==> src/rtl/pix_gray_bin.sv <==
// RGB565 -> 8-bit luma -> binary pixel stage behind the OV7670 capture block, with frame statistics.
// Optional build macro ADAPT_THRESH_EN: threshold for each frame is derived from the previous frame's luma sum.
module pix_gray_bin #(
    parameter int MAX_PIXELS = 60000,
    parameter int BIN_MODE   = 1,
    parameter int SUM_SHIFT  = 16
) (
    input  logic        clk,
    input  logic        rst_n,
    input  logic        vsync,
    input  logic        pix_valid,
    input  logic [15:0] pix_addr,
    input  logic [15:0] pix_data,
    input  logic [7:0]  thresh,
    output logic        wr_en,
    output logic [15:0] wr_addr,
    output logic [7:0]  wr_data,
    output logic        bin_out,
    output logic        frame_done,
    output logic [15:0] frame_pixels,
    output logic        clip_err,
    output logic [1:0]  state_dbg
);

    typedef enum logic [1:0] {
        WAIT_VS = 2'd0,
        VS_HIGH = 2'd1,
        ACTIVE  = 2'd2,
        DRAIN   = 2'd3
    } state_t;

    localparam logic [16:0] MAX_P = 17'(MAX_PIXELS);

    if (SUM_SHIFT < 0 || SUM_SHIFT > 23) begin : g_bad_shift
        $error("SUM_SHIFT must lie in 0..23");
    end

    state_t      state, state_nxt;
    logic        vs_s1, vs_s2, vs_s3;
    logic        vs_rise, vs_fall;
    logic [1:0]  drain_cnt;
    logic        accept, clip_hit, frame_start, drain_load, frame_end;
    logic [15:0] pix_cnt;
    logic        clip_flag;
    logic [7:0]  thr_sel;

    // vsync is asynchronous: two synchronizer flops plus one history flop for edge decode.
    always_ff @(posedge clk or negedge rst_n) begin
        if (!rst_n) begin
            vs_s1 <= 1'b0;
            vs_s2 <= 1'b0;
            vs_s3 <= 1'b0;
        end else begin
            vs_s1 <= vsync;
            vs_s2 <= vs_s1;
            vs_s3 <= vs_s2;
        end
    end

    assign vs_rise = vs_s2 & ~vs_s3;
    assign vs_fall = ~vs_s2 & vs_s3;

    always_ff @(posedge clk or negedge rst_n) begin
        if (!rst_n) state <= WAIT_VS;
        else        state <= state_nxt;
    end

    always_comb begin
        state_nxt = state;
        case (state)
            WAIT_VS: if (vs_s2)           state_nxt = VS_HIGH;
            VS_HIGH: if (vs_fall)         state_nxt = ACTIVE;
            ACTIVE:  if (vs_rise)         state_nxt = DRAIN;
            DRAIN:   if (drain_cnt == 2'd0) state_nxt = VS_HIGH;
            default:                      state_nxt = WAIT_VS;
        endcase
    end

    // pix_valid is a one-cycle strobe with no backpressure: every strobe seen in ACTIVE is
    // consumed in that cycle, either accepted into the pipeline or flagged as clipped.
    always_comb begin
        accept      = (state == ACTIVE) && pix_valid && ({1'b0, pix_addr} < MAX_P);
        clip_hit    = (state == ACTIVE) && pix_valid && ({1'b0, pix_addr} >= MAX_P);
        frame_start = (state == VS_HIGH) && vs_fall;
        drain_load  = (state == ACTIVE) && vs_rise;
        frame_end   = (state == DRAIN) && (drain_cnt == 2'd0);
    end

    assign state_dbg = state;

    always_ff @(posedge clk or negedge rst_n) begin
        if (!rst_n)                 drain_cnt <= 2'd0;
        else if (drain_load)        drain_cnt <= 2'd3;
        else if (state == DRAIN && drain_cnt != 2'd0)
                                    drain_cnt <= drain_cnt - 2'd1;
    end

    always_ff @(posedge clk or negedge rst_n) begin
        if (!rst_n) begin
            pix_cnt      <= 16'd0;
            clip_flag    <= 1'b0;
            frame_done   <= 1'b0;
            frame_pixels <= 16'd0;
            clip_err     <= 1'b0;
        end else begin
            if (frame_start) begin
                pix_cnt   <= 16'd0;
                clip_flag <= 1'b0;
            end else begin
                if (accept && pix_cnt != 16'hFFFF) pix_cnt <= pix_cnt + 16'd1;
                if (clip_hit)                      clip_flag <= 1'b1;
            end
            frame_done <= frame_end;
            if (frame_end) begin
                frame_pixels <= pix_cnt;
                clip_err     <= clip_flag;
            end
        end
    end

    logic        s1_valid, s2_valid;
    logic [15:0] s1_addr, s2_addr;
    logic [7:0]  s1_thr, s2_thr;
    logic [7:0]  s1_r8, s1_g8, s1_b8;
    logic [15:0] s2_pr, s2_pg, s2_pb;
    logic [7:0]  y;
    logic        bin;

    // Weights sum to 256, so the 16-bit sum cannot overflow and its top byte is the luma.
    assign y   = 8'((s2_pr + s2_pg + s2_pb) >> 8);
    assign bin = (y >= s2_thr);

    always_ff @(posedge clk or negedge rst_n) begin
        if (!rst_n) begin
            s1_valid <= 1'b0;
            s1_addr  <= 16'd0;
            s1_thr   <= 8'd0;
            s1_r8    <= 8'd0;
            s1_g8    <= 8'd0;
            s1_b8    <= 8'd0;
            s2_valid <= 1'b0;
            s2_addr  <= 16'd0;
            s2_thr   <= 8'd0;
            s2_pr    <= 16'd0;
            s2_pg    <= 16'd0;
            s2_pb    <= 16'd0;
            wr_en    <= 1'b0;
            wr_addr  <= 16'd0;
            wr_data  <= 8'd0;
            bin_out  <= 1'b0;
        end else begin
            s1_valid <= accept;
            s1_addr  <= pix_addr;
            s1_thr   <= thr_sel;
            s1_r8    <= {pix_data[15:11], pix_data[15:13]};
            s1_g8    <= {pix_data[10:5], pix_data[10:9]};
            s1_b8    <= {pix_data[4:0], pix_data[4:2]};
            s2_valid <= s1_valid;
            s2_addr  <= s1_addr;
            s2_thr   <= s1_thr;
            s2_pr    <= 16'(s1_r8) * 16'd77;
            s2_pg    <= 16'(s1_g8) * 16'd150;
            s2_pb    <= 16'(s1_b8) * 16'd29;
            wr_en    <= s2_valid;
            if (s2_valid) begin
                wr_addr <= s2_addr;
                wr_data <= (BIN_MODE != 0) ? {8{bin}} : y;
                bin_out <= bin;
            end
        end
    end

`ifdef ADAPT_THRESH_EN
    logic [23:0] luma_sum;
    logic [23:0] sum_shr;
    logic [7:0]  thr_reg;
    logic        thr_valid;

    assign sum_shr = luma_sum >> SUM_SHIFT;

    // thr_reg only moves at frame end, so a frame never sees its threshold change mid-way.
    always_ff @(posedge clk or negedge rst_n) begin
        if (!rst_n) begin
            luma_sum  <= 24'd0;
            thr_reg   <= 8'd0;
            thr_valid <= 1'b0;
        end else begin
            if (frame_start)   luma_sum <= 24'd0;
            else if (s2_valid) luma_sum <= luma_sum + 24'(y);
            if (frame_end) begin
                thr_reg   <= (sum_shr > 24'd255) ? 8'hFF : sum_shr[7:0];
                thr_valid <= 1'b1;
            end
        end
    end

    assign thr_sel = thr_valid ? thr_reg : thresh;
`else
    assign thr_sel = thresh;
`endif

endmodule

==> config.mk <==
export PLATFORM = sky130hd
export DESIGN_NAME = pix_gray_bin
export DESIGN_NICKNAME = d
export VERILOG_FILES = /design/src/rtl/pix_gray_bin.sv
export SDC_FILE = /design/constraint.sdc
export NUM_CORES = 1
export LEC_CHECK = 0
export BUFFER_PORTS_ARGS = -buffer_cell sky130_fd_sc_hd__buf_2
export CELL_PAD_IN_SITES_DETAIL_PLACEMENT = 1
export CELL_PAD_IN_SITES_GLOBAL_PLACEMENT = 1
export CORE_ASPECT_RATIO = 2
export CORE_MARGIN = 3
export CORE_UTILIZATION = 48
export DETAILED_ROUTE_END_ITERATION = 10
export PLACE_DENSITY_LB_ADDON = 0.1
export REMOVE_ABC_BUFFERS = 1
export SLEW_MARGIN = 20
export SYNTH_ARGS = -nofsm -noshare
export SYNTH_HDL_FRONTEND = slang
export SYNTH_SLANG_ARGS = --single-unit
==> constraint.sdc <==
create_clock -name clk -period 4.1 [get_ports clk]
set_input_delay 0.41 -clock clk [delete_from_list [all_inputs] [get_ports clk]]
set_output_delay 0.41 -clock clk [all_outputs]
set_load 0.01 [all_outputs]
* After elaboration in Yosys (flattened, before gate mapping)
Index checks and enable logic that the tools add are counted.
Word-level totals: output and inout port bits 46, word-level logic and storage cells 74, memory bits (writable) 0, bits of input ports 44, memories 0, memory bits (read-only) 0, bits in latches 0, register bits 178
Cells by class: add/sub/neg operators 4, $lt $le $gt $ge 3, muxes and demuxes 11, bitwise gates (word level) 4, reduce and logical (&&, ||, !) cells 15, multiply operators 3, div/mod/pow operators 0, eq/ne operators 8, shift operators 0
Operator list (number):
- $mux 16 | 2
- $mul 8x7->15 const B | 2
- $add 15x16->16 | 1
- $add 16x1->16 const B | 1
- $add 16x13->16 | 1
- $ge 16x16->1 const B | 1
- $lt 16x16->1 const B | 1
- $ne 16x16->1 const B | 1
- $mul 8x5->13 const B | 1
- $mux 2 | 6
- $ge 8x8->1 | 1
- $logic_and 1x1->1 | 8
- $ne 2x2->1 const B | 4
- $pmux 2 s4 | 1
- $reduce_bool 2->1 | 4
- $eq 2x2->1 const B | 2
- $logic_not 2->1 | 2
- $reduce_and 4->1 | 1
- $and 1x1->1 | 2
- $eq 2x1->1 const B | 1
- $mux 1 | 2
- $not 1->1 | 2
- $sub 2x1->2 const B | 1

* Logic depth before layout (Yosys ltp)
Gate-level depths: netlist of the first run.
depth in word-level cells 6, mapped depth 17, mapped depth without buffers 17

* Worst setup path before layout of the first run
Ideal clock, no wire load.
kind register to register, from register s1_g8[6], to register s2_pg[15], slack 0.612 ns, buffers on the path 0, library setup time 0.124 ns, stages on the path, launching flop included 12, data arrival time 3.364 ns, required time 3.976 ns, period minus slack after synthesis 3.488 ns, cell sequence dfrtp_1 -> ha_1 -> ha_1 -> inv_1 -> fa_1 -> fa_1 -> inv_1 -> ha_1 -> a2111oi_4 -> nor2_2 -> a41o_1 -> a211o_1
On the way: longest elaborated chain between the ends 1
Ends and longest elaborated chain:
- from (decl) | line 124 | logic [7:0] s1_r8, s1_g8, s1_b8;
- from (signal assigned) | line 156 | s1_g8 <= {pix_data[10:5], pix_data[10:9]};
- $mul 8x7->15 | line 162 | s2_pg <= 16'(s1_g8) * 16'd150;
- to (signal assigned) | line 162
- to (decl) | line 125 | logic [15:0] s2_pr, s2_pg, s2_pb;
No other way between the ends. A chain may end at the register's enable or synchronous reset.

* Final worst setup path of the first run
from register s1_r8[5], to register s2_pr[13]
On the way: longest elaborated chain between the ends 1
Ends and longest elaborated chain:
- from (decl) | line 124
- from (signal assigned) | line 155 | s1_r8 <= {pix_data[15:11], pix_data[15:13]};
- $mul 8x7->15 | line 161 | s2_pr <= 16'(s1_r8) * 16'd77;
- to (signal assigned) | line 161
- to (decl) | line 125
No other way between the ends.

==> flow_metrics.tcl, run 1 <==
set metrics [dict create \
    status "complete, but fails checks" \
    violations "negative hold slack" \
    ff2ff_path_depth 13 \
    seqPwrFrac_pct 31.4 \
    syn_to_final_growth_pct 14.21 \
    synthCells 736 \
    clock-sinks 169 \
    synth_enable_flop_cells 0 \
    slew_headroom_pct 43.25 \
    rr_endpoint "s2_pr[13]" \
    synth_area_leaders "dfrtp_1, ha_1, fa_1, inv_1, mux2_2" \
    switching_share_pct 38.89 \
    chipWidth_um 102.7 \
    ys_seq_elements 169 \
    internal_power_mw 4.406 \
    criticalPathCategory "reg -> reg" \
    dieArea_um2 20490 \
    dp.cells 1032 \
    post_cts_buffers 0 \
    clk_pin_slew_worst_paths_ns 0.07 \
    grt_first_pass_wirelength_mm 31.68 \
    drc 0 \
    start_kind "flop" \
    core_area_um2 18310 \
    tns_ns 0 \
    fmax_mhz 263.9 \
    multi_input_area_um2 4264 \
    clk_latency_ns 0.43 \
    async_flop_share_pct 100.0 \
    holdWs_ns -0.04441 \
    cp.required_ns 4.45 \
    io_pins 90 \
    peakVddDrop_mv 0.3876 \
    grt_overflow 0 \
    tightest_slew_ns 0.8513 \
    crit_path_end "s2_pr[13]" \
    cap_violations 0 \
    min_period_over_period_pct 92.43 \
    cts_max_level 4 \
    avgSynthCellArea_um2 12.20 \
    synth_flop_cell "dfrtp_1" \
    power.total_mw 7.209 \
    p_leak_nw 5.378 \
    layout_common_cells "dfrtp_1, ha_1, inv_1" \
    crit_start "s1_r8[5]" \
    rr_startpoint "s1_r8[5]" \
    dp_hpwl_mm 15.03 \
    synth_seq_area_share_pct 47.08 \
    crit_fanout 7 \
    final_nets 1042 \
    cts_resized 0 \
    grt_use_total_pct 20.49 \
    setup_viol 0 \
    cts_tree "done" \
    p_sw_mw 2.804 \
    ant_nets 0 \
    antenna_cells 0 \
    yosysUniqueCellTypes 53 \
    clk_path_buf_depth 2 \
    syn_area_um2 8982 \
    synth_top_area_share_pct 47.08 \
    stdcell_count 1064 \
    io_buffers 89 \
    vias 5637 \
    synth_top_area_cell "dfrtp_1" \
    hold_violations 17 \
    num_rows 70 \
    rsz0062_at_grt "no" \
    power_frac_comb_pct 46.5 \
    drt_iter0_drc 112 \
    synth_warnings 0 \
    hp-class "in -> async" \
    grt_pass1_vias 6625 \
    cts_inserted_buffers 17 \
    fin_crit_ns 3.790 \
    finClkSkew_ns 0.007248 \
    gp_congestion 0.8238 \
    cts-root-buf "clkbuf_16" \
    arrival_ns 4.14 \
    layout_commonest_cell "dfrtp_1" \
    antenna_found_initial 0 \
    power_density_nw_per_um2 702.7 \
    vias_per_cell 5.298 \
    wl_per_cell_um 17.98 \
    grt_max_degree 73 \
    start_util_pct 49.07 \
    drive_gt1_share_pct 19.81 \
    fillCellCount 1906 \
    power.share.clock_pct 22.1 \
    dieHeight_um 199.5 \
    seqCellArea_um2 4229 \
    ff2ff_setup_slack_ns 0.31 \
    slew_violations 0 \
    wl_mm 19.13 \
    postCtsHoldBufs 0 \
    firstDrtPassIters 4 \
    critPathCaptureType "flop" \
]
logic make-up (layout without fill, tap and decap cells):
kind of cell             count (synthesis)  count (layout)  synth area share [%]
AND/OR/NAND/NOR                        114             114                 6.115
buffers and inverters                  122             234                 5.446
multiplexers                            33              33                 4.123
AO/OA/AOI/OAI                           85              85                 6.561
adder cells (fa/ha/maj)                163             163                 25.80
flip-flops                             169             169                 47.08
XOR/XNOR                                50              50                 4.875
critical path, cell delays in order, from the launching register on:
cell and delay (ns):
dfrtp_1 0.47, ha_1 0.34, ha_1 0.31, inv_1 0.07
fa_1 0.49, fa_1 0.52, inv_1 0.04, ha_1 0.34
inv_1 0.07, o21bai_1 0.09, a2111oi_1 0.51, o31ai_1 0.14
a21oi_1 0.19, xnor2_1 0.14
metrics by stage:
step | worst slack (ns) | util (%) | instance area (µm²) | hold WS [ns]
floorplan | 0.6118 | - | 8891 | 0.1144
global placement | 0.4480 | 52.80 | 9666 | 0.3317
detailed placement | 0.3350 | 52.80 | 9666 | 0.3358
CTS | 0.2520 | 56.04 | 10260 | 0.01512
global route | 0.05430 | 56.04 | 10260 | 0.04022
finish | 0.3102 | 56.04 | 10260 | -0.04441
Yosys cell counts (2+ instances only):
cell and count:
nand3_1 20, xor2_1 24, o21ai_1 5, nor2_1 34
a21oi_1 25, a211oi_1 3, nand4_1 5, ha_1 126
o31ai_1 2, o21bai_1 6, o211ai_1 2, buf_4 8
dfrtp_1 169, and2_1 2, o21ai_0 9, and3_1 7
a31oi_1 3, mux2_2 32, nor3_1 5, a21oi_2 2
a211o_1 3, fa_1 37, inv_1 105, a21o_1 12
xnor2_1 26, nand2b_1 5, nand2_1 23, nor4_1 4
clkbuf_1 7, o31a_1 2
sequential cells by signal, indices dropped and copies added (netlist names), 2 cells and up:
signal	flops
s2_pg	15
s1_addr	16
s1_thr	8
s1_r8	5
s2_pb	13
pix_cnt	16
s1_b8	5
state_dbg	2
s2_pr	15
s2_thr	8
wr_addr	16
s2_addr	16
frame_pixels	16
drain_cnt	2
s1_g8	6
worst min-delay path by stage:
stage / start / to / slack (ns) / cells past startpoint
3_5_place_dp: s1_thr[0] / s2_thr[0] / 0.34 / 0
2_1_floorplan: rst_n / bin_out / 0.11 / 0
6_report: rst_n / s2_thr[1] / -0.04 / 1
3_3_place_gp: s1_addr[12] / s2_addr[12] / 0.33 / 0
5_1_grt: rst_n / s2_thr[1] / 0.04 / 1
4_1_cts: rst_n / s2_thr[0] / 0.02 / 1
final cells by class:
class	count	share of cell area [%]
Tap cell	216	2.634
Clock inverter	15	1.634
Clock buffer	17	4.147
Multi-Input combinational cell	445	41.57
Timing Repair Buffer	96	4.915
Inverter	106	3.879
Sequential cell	169	41.22
power by group through the flow:
stage | registers (mW) | logic (mW) | clock network, mW
finish | 2.26 | 3.35 | 1.60
global route | 2.31 | 3.87 | 1.72
CTS | 2.28 | 3.46 | 1.64
detailed placement | 2.30 | 3.40 | 0
global placement | 2.29 | 3.23 | 0
floorplan | 2.32 | 2.36 | 0
routing by layer:
metal | track usage (%) | share of wire, %
met1 | 18.47 | 32
met2 | 42.28 | 63
met3 | 3.529 | 2.2
met4 | 8.165 | 2.8
met5 | 0 | 0
No activity file was read; power rests on OpenSTA's default activity.
==> inputs of run 2 (changes only) <==
Settings changed: CORE_UTILIZATION 48 to 45.
==> run 2 against run 1 <==
  * Clock skew grew 0.0023 ns
  * Setup slack gained 0.048 ns
  * Critical path depth stayed put
  * Sequential power barely moved
  * Combinational power decreased by 1%
  * Die area increased by 6.4%
  * Maximum frequency rose by 1.3%
  * Critical endpoint unchanged
  * Largest cell class unchanged
  * The run still ends with negative hold slack left
==> flow_metrics.tcl, run 2 (synthesis gave the netlist of run 1 again) <==
set metrics [dict create \
    slew_violations 0 \
    fin_crit_ns 3.742 \
    status "complete, but fails checks" \
    layout_commonest_cell "dfrtp_1" \
    vias 5584 \
    grt_overflow 0 \
    crit_path_end "s2_pr[13]" \
    slew_headroom_pct 40.57 \
    cts_resized 0 \
    power_density_nw_per_um2 698.0 \
    switching_share_pct 37.49 \
    drt_iter0_drc 139 \
    layout_common_cells "dfrtp_1, ha_1, inv_1" \
    antenna_cells 0 \
    ff2ff_setup_slack_ns 0.36 \
    io_pins 90 \
    grt_first_pass_wirelength_mm 31.44 \
    grt_max_degree 87 \
    p_sw_mw 2.693 \
    cts_tree "done" \
    dp.cells 1071 \
    post_cts_buffers 0 \
    wl_per_cell_um 16.76 \
    dieArea_um2 21790 \
    ff2ff_path_depth 13 \
    cap_violations 0 \
    antenna_found_initial 0 \
    cpPeakStageDelay_ns 0.54 \
    crit_cells 13 \
    rr_endpoint "s2_pr[13]" \
    fmax_mhz 267.2 \
    critical-path-top-delay-family "adder cells" \
    multi_input_area_um2 4264 \
    dp_hpwl_mm 14.58 \
    core_area_um2 19460 \
    crit_start "s1_r8[5]" \
    seqCellArea_um2 4229 \
    syn_to_final_growth_pct 14.57 \
    final_nets 1038 \
    start_kind "flop" \
    power.total_mw 7.183 \
    seqPwrFrac_pct 31.6 \
    arrival_ns 4.10 \
    ant_nets 0 \
    start_util_pct 46.16 \
    clk_latency_ns 0.43 \
    postCtsHoldBufs 0 \
    violations "negative hold slack" \
    gp_congestion 0.7935 \
    power_frac_comb_pct 46.1 \
    rr_startpoint "s1_r8[5]" \
    cts-root-buf "clkbuf_16" \
    grt_pass1_vias 6482 \
    cts_inserted_buffers 17 \
    p_leak_nw 5.361 \
    criticalPathCategory "reg -> reg" \
    wl_mm 18.49 \
    cts_max_level 4 \
    clock-sinks 169 \
    num_rows 72 \
    drive_gt1_share_pct 19.19 \
    crit_fanout 7 \
    chipWidth_um 105.9 \
    tns_ns 0 \
    grt_use_total_pct 18.76 \
    power.share.clock_pct 22.3 \
    rsz0062_at_grt "no" \
    min_period_over_period_pct 91.26 \
    crit_slowest_cell "a2111oi_1" \
    tightest_slew_ns 0.8915 \
    final_util_pct 52.89 \
    internal_power_mw 4.490 \
    drc 0 \
    vias_per_cell 5.063 \
    crit_buf_inv 3 \
    dieHeight_um 205.8 \
    setup_viol 0 \
    hold_violations 1 \
    io_buffers 89 \
    holdWs_ns -0.007875 \
    clk_pin_slew_worst_paths_ns 0.07 \
    fillCellCount 2131 \
    crit_chain "ha_1 -> ha_1 -> inv_1 -> fa_1 -> fa_1 -> inv_1 -> ha_1 -> inv_1 -> o21bai_1 -> a2111oi_1 -> o31ai_1 -> a21oi_1 -> xnor2_1" \
    firstDrtPassIters 4 \
    critPathCaptureType "flop" \
    clk_path_buf_depth 2 \
    stdcell_count 1103 \
    hp-class "in -> async" \
    finClkSkew_ns 0.009502 \
    cp.required_ns 4.46 \
    peakVddDrop_mv 0.3994 \
]
==> run 2: final cells by class <==
| cell class | count | share of cell area (%) |
|---|---|---|
| multi-input combinational | 445 | 41.43 |
| tap | 259 | 3.149 |
| clock buffer | 19 | 4.207 |
| clock inverter | 13 | 1.520 |
| timing repair buffer | 92 | 4.729 |
| sequential | 169 | 41.09 |
| inverter | 106 | 3.866 |
==> run 2: how the worst min path moves through the flow <==
stage / startpoint / to / slack (ns) / cells after the start
finish: rst_n / s2_thr[1] / -0.008 / 1
global route: rst_n / s2_thr[1] / 0.05 / 1
CTS: rst_n / s2_thr[1] / 0.03 / 1
detailed placement: s1_addr[14] / s2_addr[14] / 0.34 / 0
global placement: s1_addr[12] / s2_addr[12] / 0.33 / 0
floorplan: rst_n / bin_out / 0.11 / 0
==> run 2: stage by stage <==
stage / cell area, µm² / setup WS, ns
floorplan: 8891 / 0.6118
global placement: 9702 / 0.4592
detailed placement: 9702 / 0.3701
CTS: 10290 / 0.3438
global route: 10290 / 0.1348
finish: 10290 / 0.3581
==> run 2: worst reg2reg max path: cells and delay by family (launching register included) <==
family	cells	cell delay [ns]
DFF	1	0.47
AOI/OAI and AO/OA	4	0.96
buffers and inverters	3	0.16
xor gates and xnor gates	1	0.13
adders and majority gates	5	1.95
==> run 2: power by group through the flow <==
stage                     Combinational, mW  Clock, mW  Sequential, mW
after detailed placement               3.39          0            2.31
final                                  3.31       1.60            2.27
after global routing                   3.83       1.73            2.32
after floorplan                        2.36          0            2.32
after global placement                 3.22          0            2.29
after CTS                              3.43       1.65            2.29
==> run 2: routing by layer <==
layer,up-vias,share of wire [%],global-route usage (%)
met4,0,2.9,7.735
li1,2629,-,-
met1,2863,33,17.25
met5,-,0,0
met3,28,2.5,3.611
met2,64,62,38.65
